## config.mk

```make
export PLATFORM = sky130hd
export DESIGN_NAME = if_id_skid
export DESIGN_NICKNAME = d
export VERILOG_FILES = /design/src/rtl/if_id_skid_pkg.sv /design/src/rtl/if_id_skid_pipe_entry_reg.sv /design/src/rtl/if_id_skid.sv
export SDC_FILE = /design/constraint.sdc
export NUM_CORES = 1
export LEC_CHECK = 0
export ABC_AREA = 1
export CAP_MARGIN = 20
export CORE_UTILIZATION = 40
export DETAILED_ROUTE_END_ITERATION = 7
export SYNTH_ARGS = -nofsm -noshare
export SYNTH_HDL_FRONTEND = slang
export SYNTH_HIERARCHICAL = 1
export SYNTH_SLANG_ARGS = --single-unit
```

## constraint.sdc

```tcl
create_clock -name clk -period 3 [get_ports clk]
set_input_delay 0.6 -clock clk [delete_from_list [all_inputs] [get_ports clk]]
set_output_delay 0.6 -clock clk [all_outputs]
set_load 0.01 [all_outputs]
```

## src/rtl/if_id_skid_pkg.sv

```systemverilog
// Shared definitions for the IF/ID skid stage: hold-flag encodings,
// the default bubble instruction and the occupancy state enum.
package if_id_skid_pkg;

   localparam logic [1:0] HOLD_RUN   = 2'b00;
   localparam logic [1:0] HOLD_FLUSH = 2'b01;
   localparam logic [1:0] HOLD_STALL = 2'b10;

   localparam logic [31:0] NOP_INST_DEF = 32'h0000_0013;

   typedef enum logic [1:0] {
      OCC_EMPTY = 2'd0,
      OCC_ONE   = 2'd1,
      OCC_FULL  = 2'd2
   } occ_state_t;

endpackage

```

## src/rtl/if_id_skid_pipe_entry_reg.sv

```systemverilog
// Generic pipeline entry register: async active-low reset to a set value,
// otherwise loads d when load is high.
module pipe_entry_reg #(
   parameter int           W       = 8,
   parameter logic [W-1:0] RST_VAL = '0
) (
   input  logic         clk,
   input  logic         rst_n,
   input  logic         load,
   input  logic [W-1:0] d,
   output logic [W-1:0] q
);

   // NOTE: sequential state uses non-blocking assignments so every register
   // samples pre-edge values regardless of block evaluation order.
   always_ff @(posedge clk or negedge rst_n) begin
      if (!rst_n) begin
         q <= RST_VAL;
      end else if (load) begin
         q <= d;
      end
   end

endmodule

```

## src/rtl/if_id_skid.sv

```systemverilog
// IF/ID pipeline stage with a two-entry skid buffer (main drives ID, skid
// absorbs one extra instruction while ID back-pressures).
module if_id_skid
   import if_id_skid_pkg::*;
#(
   parameter int                ADDR_W   = 64,
   parameter int                INST_W   = 32,
   parameter logic [INST_W-1:0] NOP_INST = INST_W'(NOP_INST_DEF)
) (
   input  logic              clk,
   input  logic              rst,
   input  logic [1:0]        hold_flag_i,
   input  logic              if_valid_i,
   output logic              if_ready_o,
   input  logic [ADDR_W-1:0] inst_addr_i,
   input  logic [INST_W-1:0] inst_i,
   output logic              id_valid_o,
   input  logic              id_ready_i,
   output logic [ADDR_W-1:0] inst_addr_o,
   output logic [INST_W-1:0] inst_o
);

   typedef struct packed {
      logic              valid;
      logic [ADDR_W-1:0] addr;
      logic [INST_W-1:0] inst;
   } entry_t;

   localparam entry_t ENTRY_CLR = '{valid: 1'b0, addr: '0, inst: NOP_INST};

   occ_state_t state, state_nxt;
   entry_t     main_q, skid_q, main_d, skid_d, entry_in;
   logic       main_ld, skid_ld;
   logic       run, flush, accept, emit;

   // hold_flag 2'b11 shares the flush encoding bit, so it flushes too.
   assign run   = (hold_flag_i == HOLD_RUN);
   assign flush = hold_flag_i[0];

   assign if_ready_o = (state != OCC_FULL) && run;
   assign id_valid_o = main_q.valid && run;
   assign accept     = if_valid_i && if_ready_o;
   assign emit       = id_valid_o && id_ready_i;

   assign inst_addr_o = id_valid_o ? main_q.addr : '0;
   assign inst_o      = id_valid_o ? main_q.inst : NOP_INST;

   assign entry_in = '{valid: 1'b1, addr: inst_addr_i, inst: inst_i};

   // NOTE: every always_comb output gets a default first so no latch is inferred.
   always_comb begin
      state_nxt = state;
      main_ld   = 1'b0;
      main_d    = ENTRY_CLR;
      skid_ld   = 1'b0;
      skid_d    = ENTRY_CLR;
      if (flush) begin
         state_nxt = OCC_EMPTY;
         main_ld   = 1'b1;
         skid_ld   = 1'b1;
      end else if (run) begin
         case (state)
            OCC_EMPTY: begin
               if (accept) begin
                  main_ld   = 1'b1;
                  main_d    = entry_in;
                  state_nxt = OCC_ONE;
               end
            end
            OCC_ONE: begin
               if (accept && emit) begin
                  main_ld = 1'b1;
                  main_d  = entry_in;
               end else if (accept) begin
                  skid_ld   = 1'b1;
                  skid_d    = entry_in;
                  state_nxt = OCC_FULL;
               end else if (emit) begin
                  main_ld   = 1'b1;
                  state_nxt = OCC_EMPTY;
               end
            end
            OCC_FULL: begin
               if (emit) begin
                  main_ld   = 1'b1;
                  main_d    = skid_q;
                  skid_ld   = 1'b1;
                  state_nxt = OCC_ONE;
               end
            end
            default: begin
               state_nxt = OCC_EMPTY;
               main_ld   = 1'b1;
               skid_ld   = 1'b1;
            end
         endcase
      end
   end

   always_ff @(posedge clk or negedge rst) begin
      if (!rst) begin
         state <= OCC_EMPTY;
      end else begin
         state <= state_nxt;
      end
   end

   pipe_entry_reg #(.W($bits(entry_t)), .RST_VAL(ENTRY_CLR)) u_main (
      .clk   (clk),
      .rst_n (rst),
      .load  (main_ld),
      .d     (main_d),
      .q     (main_q)
   );

   pipe_entry_reg #(.W($bits(entry_t)), .RST_VAL(ENTRY_CLR)) u_skid (
      .clk   (clk),
      .rst_n (rst),
      .load  (skid_ld),
      .d     (skid_d),
      .q     (skid_q)
   );

endmodule

```

Word-level counts from Yosys, hierarchy flattened
Index checks and enable logic that the tools add are counted.

Logic and storage cells: 50. Input bits: 102. Register bits after elaboration: 196. Output and inout port bits: 98.

Muxes and demuxes: 31. Equal/unequal tests: 7. Reduce and logical (&&, ||, !) cells: 9.

Operators by type and width (number): 97-bit 2-to-1 mux (9); 97-bit one-hot mux with 3 select lines (1); 64-bit 2-to-1 mux (1); 32-bit 2-to-1 mux (1); 2-bit 2-to-1 mux (7); 1-bit 2-to-1 mux (9); 3-bit != test, second input constant (3); 1-bit one-hot mux with 3 select lines (2); 2-bit one-hot mux with 3 select lines (1); 1-bit logical AND (5); 5-bit AND reduction (1); 2-bit logical NOT (2); 4-bit != test, second input constant (1); 2-bit by 1-bit == test with 1-bit output, second input constant (1); 2-bit == test, second input constant (1); 2-bit != test, second input constant (1); 2-bit nonzero test (1).

Longest topological paths before layout
Word-level depth: 9. Mapped depth: 17.

By module
The synthesis kept the hierarchy.

By module, submodules not included: pipe_entry_reg (instances 2, area each 3672.3 um2, cells each 410, sequential area each 2431.1 um2); if_id_skid (instances 1, area each 4167.7 um2, cells each 675, sequential area each 50.0 um2).

Least setup slack after synthesis
No wires, ideal clock.

Kind: input to register. Start: input port hold_flag_i[0]. End: register u_skid.q[64]. Setup slack: 0.846 ns. Cell stages on the path: 14. Data required time: 2.884 ns. Data arrival time: 2.038 ns. Buffers on the path: 4. Library setup time: 0.116 ns. Cells stage by stage: nor2_4 -> nand3_4 -> nand2_1 -> nor2_4 -> inv_2 -> buf_6 -> nand2_1 -> nand2_1 -> nand2_1 -> buf_4 -> buf_4 -> buf_4 -> nand2_1 -> nand2_1.

Longest elaborated chain between the ends: 8. Elaborated cells on any way between the ends: 17. Classes of those cells: mux (11); reduce/logical (6).

Ends and longest elaborated chain: start: declaration (RTL line if_id_skid.sv:12) `input logic [1:0] hold_flag_i,`; 2-bit logical NOT (RTL line if_id_skid.sv:37) `assign run = (hold_flag_i == HOLD_RUN);`; 1-bit logical AND, on equally long branches (RTL line if_id_skid.sv:40, if_id_skid.sv:41); 1-bit logical AND, on equally long branches (RTL line if_id_skid.sv:42, if_id_skid.sv:43); 1-bit 2-to-1 mux or 1-bit logical AND (tied branches) (RTL line if_id_skid.sv:74, if_id_skid.sv:71); 1-bit 2-to-1 mux (RTL line if_id_skid.sv:71) `if (accept && emit) begin`; 1-bit one-hot mux with 3 select lines (RTL line if_id_skid.sv:62) `case (state)`; 1-bit 2-to-1 mux (RTL line if_id_skid.sv:61) `end else if (run) begin`; 1-bit 2-to-1 mux * (RTL line if_id_skid.sv:57) `if (flush) begin`; net skid_ld (RTL line if_id_skid.sv:33) `logic main_ld, skid_ld;`; end signal: assignment (RTL line if_id_skid_pipe_entry_reg.sv:18) `q <= RST_VAL;`; end signal: assignment (RTL line if_id_skid_pipe_entry_reg.sv:20) `q <= d;`; end: declaration (RTL line if_id_skid_pipe_entry_reg.sv:11) `output logic [W-1:0] q`.

Mark *: on every way through the listed nets, which the timed path passes. The rest lies on a longest branch. A chain may end at the register's enable or synchronous reset.

Worst setup path after layout
Start: input port hold_flag_i[0]. End: output port inst_o[29].

Longest elaborated chain between the ends: 3.

Ends and longest elaborated chain: 2-bit logical NOT (RTL line if_id_skid.sv:37); 1-bit logical AND (RTL line if_id_skid.sv:41) `assign id_valid_o = main_q.valid && run;`; 32-bit 2-to-1 mux (RTL line if_id_skid.sv:46) `assign inst_o = id_valid_o ? main_q.inst : NOP_INST;`; end: declaration (RTL line if_id_skid.sv:20) `output logic [INST_W-1:0] inst_o`.

No other way between the ends.

==> summary.txt <==
Place
  – Pre-CTS setup slack: -0.0505 ns
  – Port buffer count: 199
  – Final Wtd Congestion: 0.796
  – HPWL after DPL: between 15 and 20 mm
  – DP Area: about 0.014 mm2
  – Dpl cells: about 2,000

Synth
  – Synth Area in Simple Gates: between 30% and 40%
  – Largest family of logic cells by synthesized area: simple AND/OR/NAND/NOR gates
  – Post-Synth Adder-Cell Area: 0%
  – Syn_area_per_cell: a little under 8 um2
  – Synth Area in Compound Gates: between 10% and 20%
  – Mux cell area share after synthesis: 0%
  – XOR/XNOR Fraction of Synth Area: 0%
  – Synth warn: 6
  – FF+latch count, synth: slightly below 200
  – Unique masters post-synth: 27
  – Sequential cell area fraction in the yosys report: between 40% and 50%
  – Syn nets: ~1,600
  – Synth Cell Area: approximately 0.012 mm2
  – Post-synthesis cell count: approximately 1,500

Critical path
  – WS Path Type: in -> out
  – Crit path DAT: 2.30 ns
  – CP Data Required Time: 2.40 ns
  – CP peak stage delay: about 0.55 ns
  – CP bufs+invs: 3
  – CP startpoint kind: input pin
  – Most used cell, CP: clkdlybuf4s50_1
  – CP endpoint kind: primary output
  – Worst path cell trace: clkdlybuf4s50_1 > nor2_4 > nand2_8 > buf_12 > nor2_1 > clkdlybuf4s50_1
  – Reg2reg setup slack: between 0.6 and 0.7 ns
  – Crit path max-delay family: buffers and inverters
  – CP Max Fanout: 42
  – Max stage delay cell, worst path: clkdlybuf4s50_1

Global routing
  – Via count of the first global-routing pass: 9,330
  – Initial antenna violation count: 2
  – Gr ovfl total: 0
  – Largest net degree at the start of global routing: 98
  – GRT Total Usage: 20.5%
  – First-pass GRT wire length: ~48 mm

Power and ir drop
  – LEAKAGE: ~7.1 nW
  – Internal power: 4.29 mW
  – Gate power share: about an eighth
  – Pwr dens: between 400 and 500 mW/mm2
  – Seq pwr share: 46.6%
  – Power Total: approximately 5.9 mW
  – Switching pwr: 1.61 mW
  – IR drop worst, VDD: about 0.42 mV
  – Sw Share: a little over a quarter
  – Clock power frac: 40.7%

Floorplanning
  – Die width: 172 um
  – Core area: 0.0280 mm2
  – I/O pins: 200
  – Die area: a little under 0.03 mm2
  – Die height: 172 um
  – # rows: between 60 and 70
  – Initial Utilization: 41.1%

Detailed routing
  – Via Count: between 9,000 and 10,000
  – Routed metal-1 wirelength: roughly 13 mm
  – DR WL/cell: 14.1 um
  – Post-DR vias/cell: ~4.6
  – Met2 Wirelength: 14.2 mm
  – Residual DRC: 0
  – Routed Antenna Nets: 0
  – Drt total wl: roughly 29 mm
  – Initial DRT Pass Iterations: 5
  – Met3 WL post-DR: ~900 um
  – Top Layer Used: met5
  – Initial DRC count: roughly 650

Layout
  – Layout cell share with drive strength beyond 1: 9.74%
  – Most frequent cells in the layout: nand2_1 (692), inv_1 (191), dfrtp_1 (190)
  – Fin util: between 50 and 60%
  – Design area: roughly 0.014 mm2
  – Area Overhead vs Synth: 25.1%
  – Most common cell after layout, fill and taps aside: nand2_1
  – Final net count: about 1,800
  – Post-Layout Cell Count: 2,042

STA
  – Worst Hold Margin: around 0.25 ns
  – Final setup viols: 0
  – Post-route clock period utilization: between 90 and 100%
  – Sum Neg Setup Slack: 0 ns
  – Fmax: around 0.34 GHz
  – Final hold vios: 0
  – Worst rel slew slack: 29.2%
  – Tmin final: about 2.9 ns
  – Clock skew: between 0.01 and 0.015 ns
  – Max Slew Vio Count: 0
  – Tightest Pin Transition: 1.06 ns
  – Fin worst setup slack: 0.100 ns
  – RSZ-0062 raised after global routing: no

Clocking
  – CTS max path bufs: 2
  – CTS tree: yes
  – # hold bufs at CTS: 0
  – Clock-pin slew on the worst setup and hold paths: approximately 0.070 ns
  – CTS Root Buffer Type: clkbuf_16
  – Worst-skew pair later-pin latency: about 0.44 ns
  – CTS Sinks: 196
  – CTS H-Tree Depth: 4
  – Number of buffers created by CTS: 17

Outcome
  – Outcome: finished clean

Job
  – Max-cap violations: 0

Min path
  – Hold Path Class: in -> async
[state kept, by name, summed over array words and instances, names as in the netlist]
signal / flops
u_main/q: 97
state: 2
u_skid/q: 97
[cell families after synthesis]
group / count (synthesis)
AND/OR/NAND/NOR: 904
buffers and inverters: 291
flip-flops: 196
AO/OA/AOI/OAI: 104
[worst reg2reg max path, stage by stage (launching register included)]
cell,delay (ns)
dfrtp_1,0.43
inv_2,0.13
nand2_4,0.09
nand2_4,0.11
nor2_8,0.05
inv_8,0.08
nor2_4,0.04
clkinv_2,0.06
nand2_1,0.05
nand2_1,0.10
nand2_4,0.08
inv_4,0.78
nand2_1,0.15
nand2_1,0.11
[repair_timing]
action	CTS	global route
setup buffers	1	0
endpoints found under the hold margin	0	0
resized for setup	0	10
pin swaps	1	1
setup endpoints to repair	2	1
[layout make-up]
cell class / instances / area [um2]
fillers: 2828 / 13600
multi-input cells: 1008 / 5250
flip-flops and latches: 196 / 4910
repair buffers: 228 / 2390
inverters: 199 / 761
well taps: 378 / 473
clock buffers: 19 / 453
clock inverters: 13 / 163
diodes: 1 / 2.50
[path summary, 6_finish.rpt]
check                               start      endpoint  cells after the start
min                                   rst  u_main/q[17]                      1
max reg2reg                      state[0]  u_skid/q[53]                     13
max in group asynchronous             rst  u_skid/q[64]                      2
min in group clk              u_main/q[4]   u_main/q[4]                      2
max                        hold_flag_i[0]    inst_o[29]                      6
min reg2reg                   u_main/q[4]   u_main/q[4]                      2
[power by group through the flow]
| stage | sequential, mW | clock, mW | combinational (mW) |
|---|---|---|---|
| global route | 2.76 | 2.57 | 0.829 |
| floorplan | 2.79 | 0 | 0.466 |
| finish | 2.75 | 2.40 | 0.755 |
| detailed placement | 2.80 | 0 | 0.765 |
| CTS | 2.75 | 2.47 | 0.769 |
| global placement | 2.80 | 0 | 0.762 |
[layer usage]
metal  track usage [%]  vias to the layer above
met3              2.60                       21
li1                  -                     4764
met1              26.6                     4497
met4              5.40                        2
met5                 0                        -
met2              35.8                      169
[Yosys cell counts]
library cell | instances | area [um2]
nor2_8 | 1 | 20.0
buf_6 | 14 | 158
nor2_2 | 2 | 12.5
nand3_1 | 3 | 15.0
nand2_1 | 695 | 2610
o211ai_1 | 2 | 15.0
o31ai_4 | 70 | 1490
nand4_1 | 1 | 6.26
nand3_4 | 1 | 17.5
inv_1 | 191 | 717
o21ai_0 | 4 | 20.0
inv_4 | 3 | 18.8
nor2_4 | 4 | 45.0
dfrtp_1 | 190 | 4750
inv_2 | 5 | 18.8
a21oi_1 | 5 | 25.0
o31ai_1 | 23 | 173
or2_2 | 3 | 18.8
or2_1 | 3 | 18.8
nor2_1 | 189 | 709
clkbuf_1 | 12 | 45.0
dfstp_2 | 6 | 158
buf_4 | 12 | 90.1
buf_1 | 3 | 11.3
buf_8 | 7 | 105
nand2_4 | 2 | 22.5
buf_2 | 44 | 220
Power figures use the tool's default switching activity.
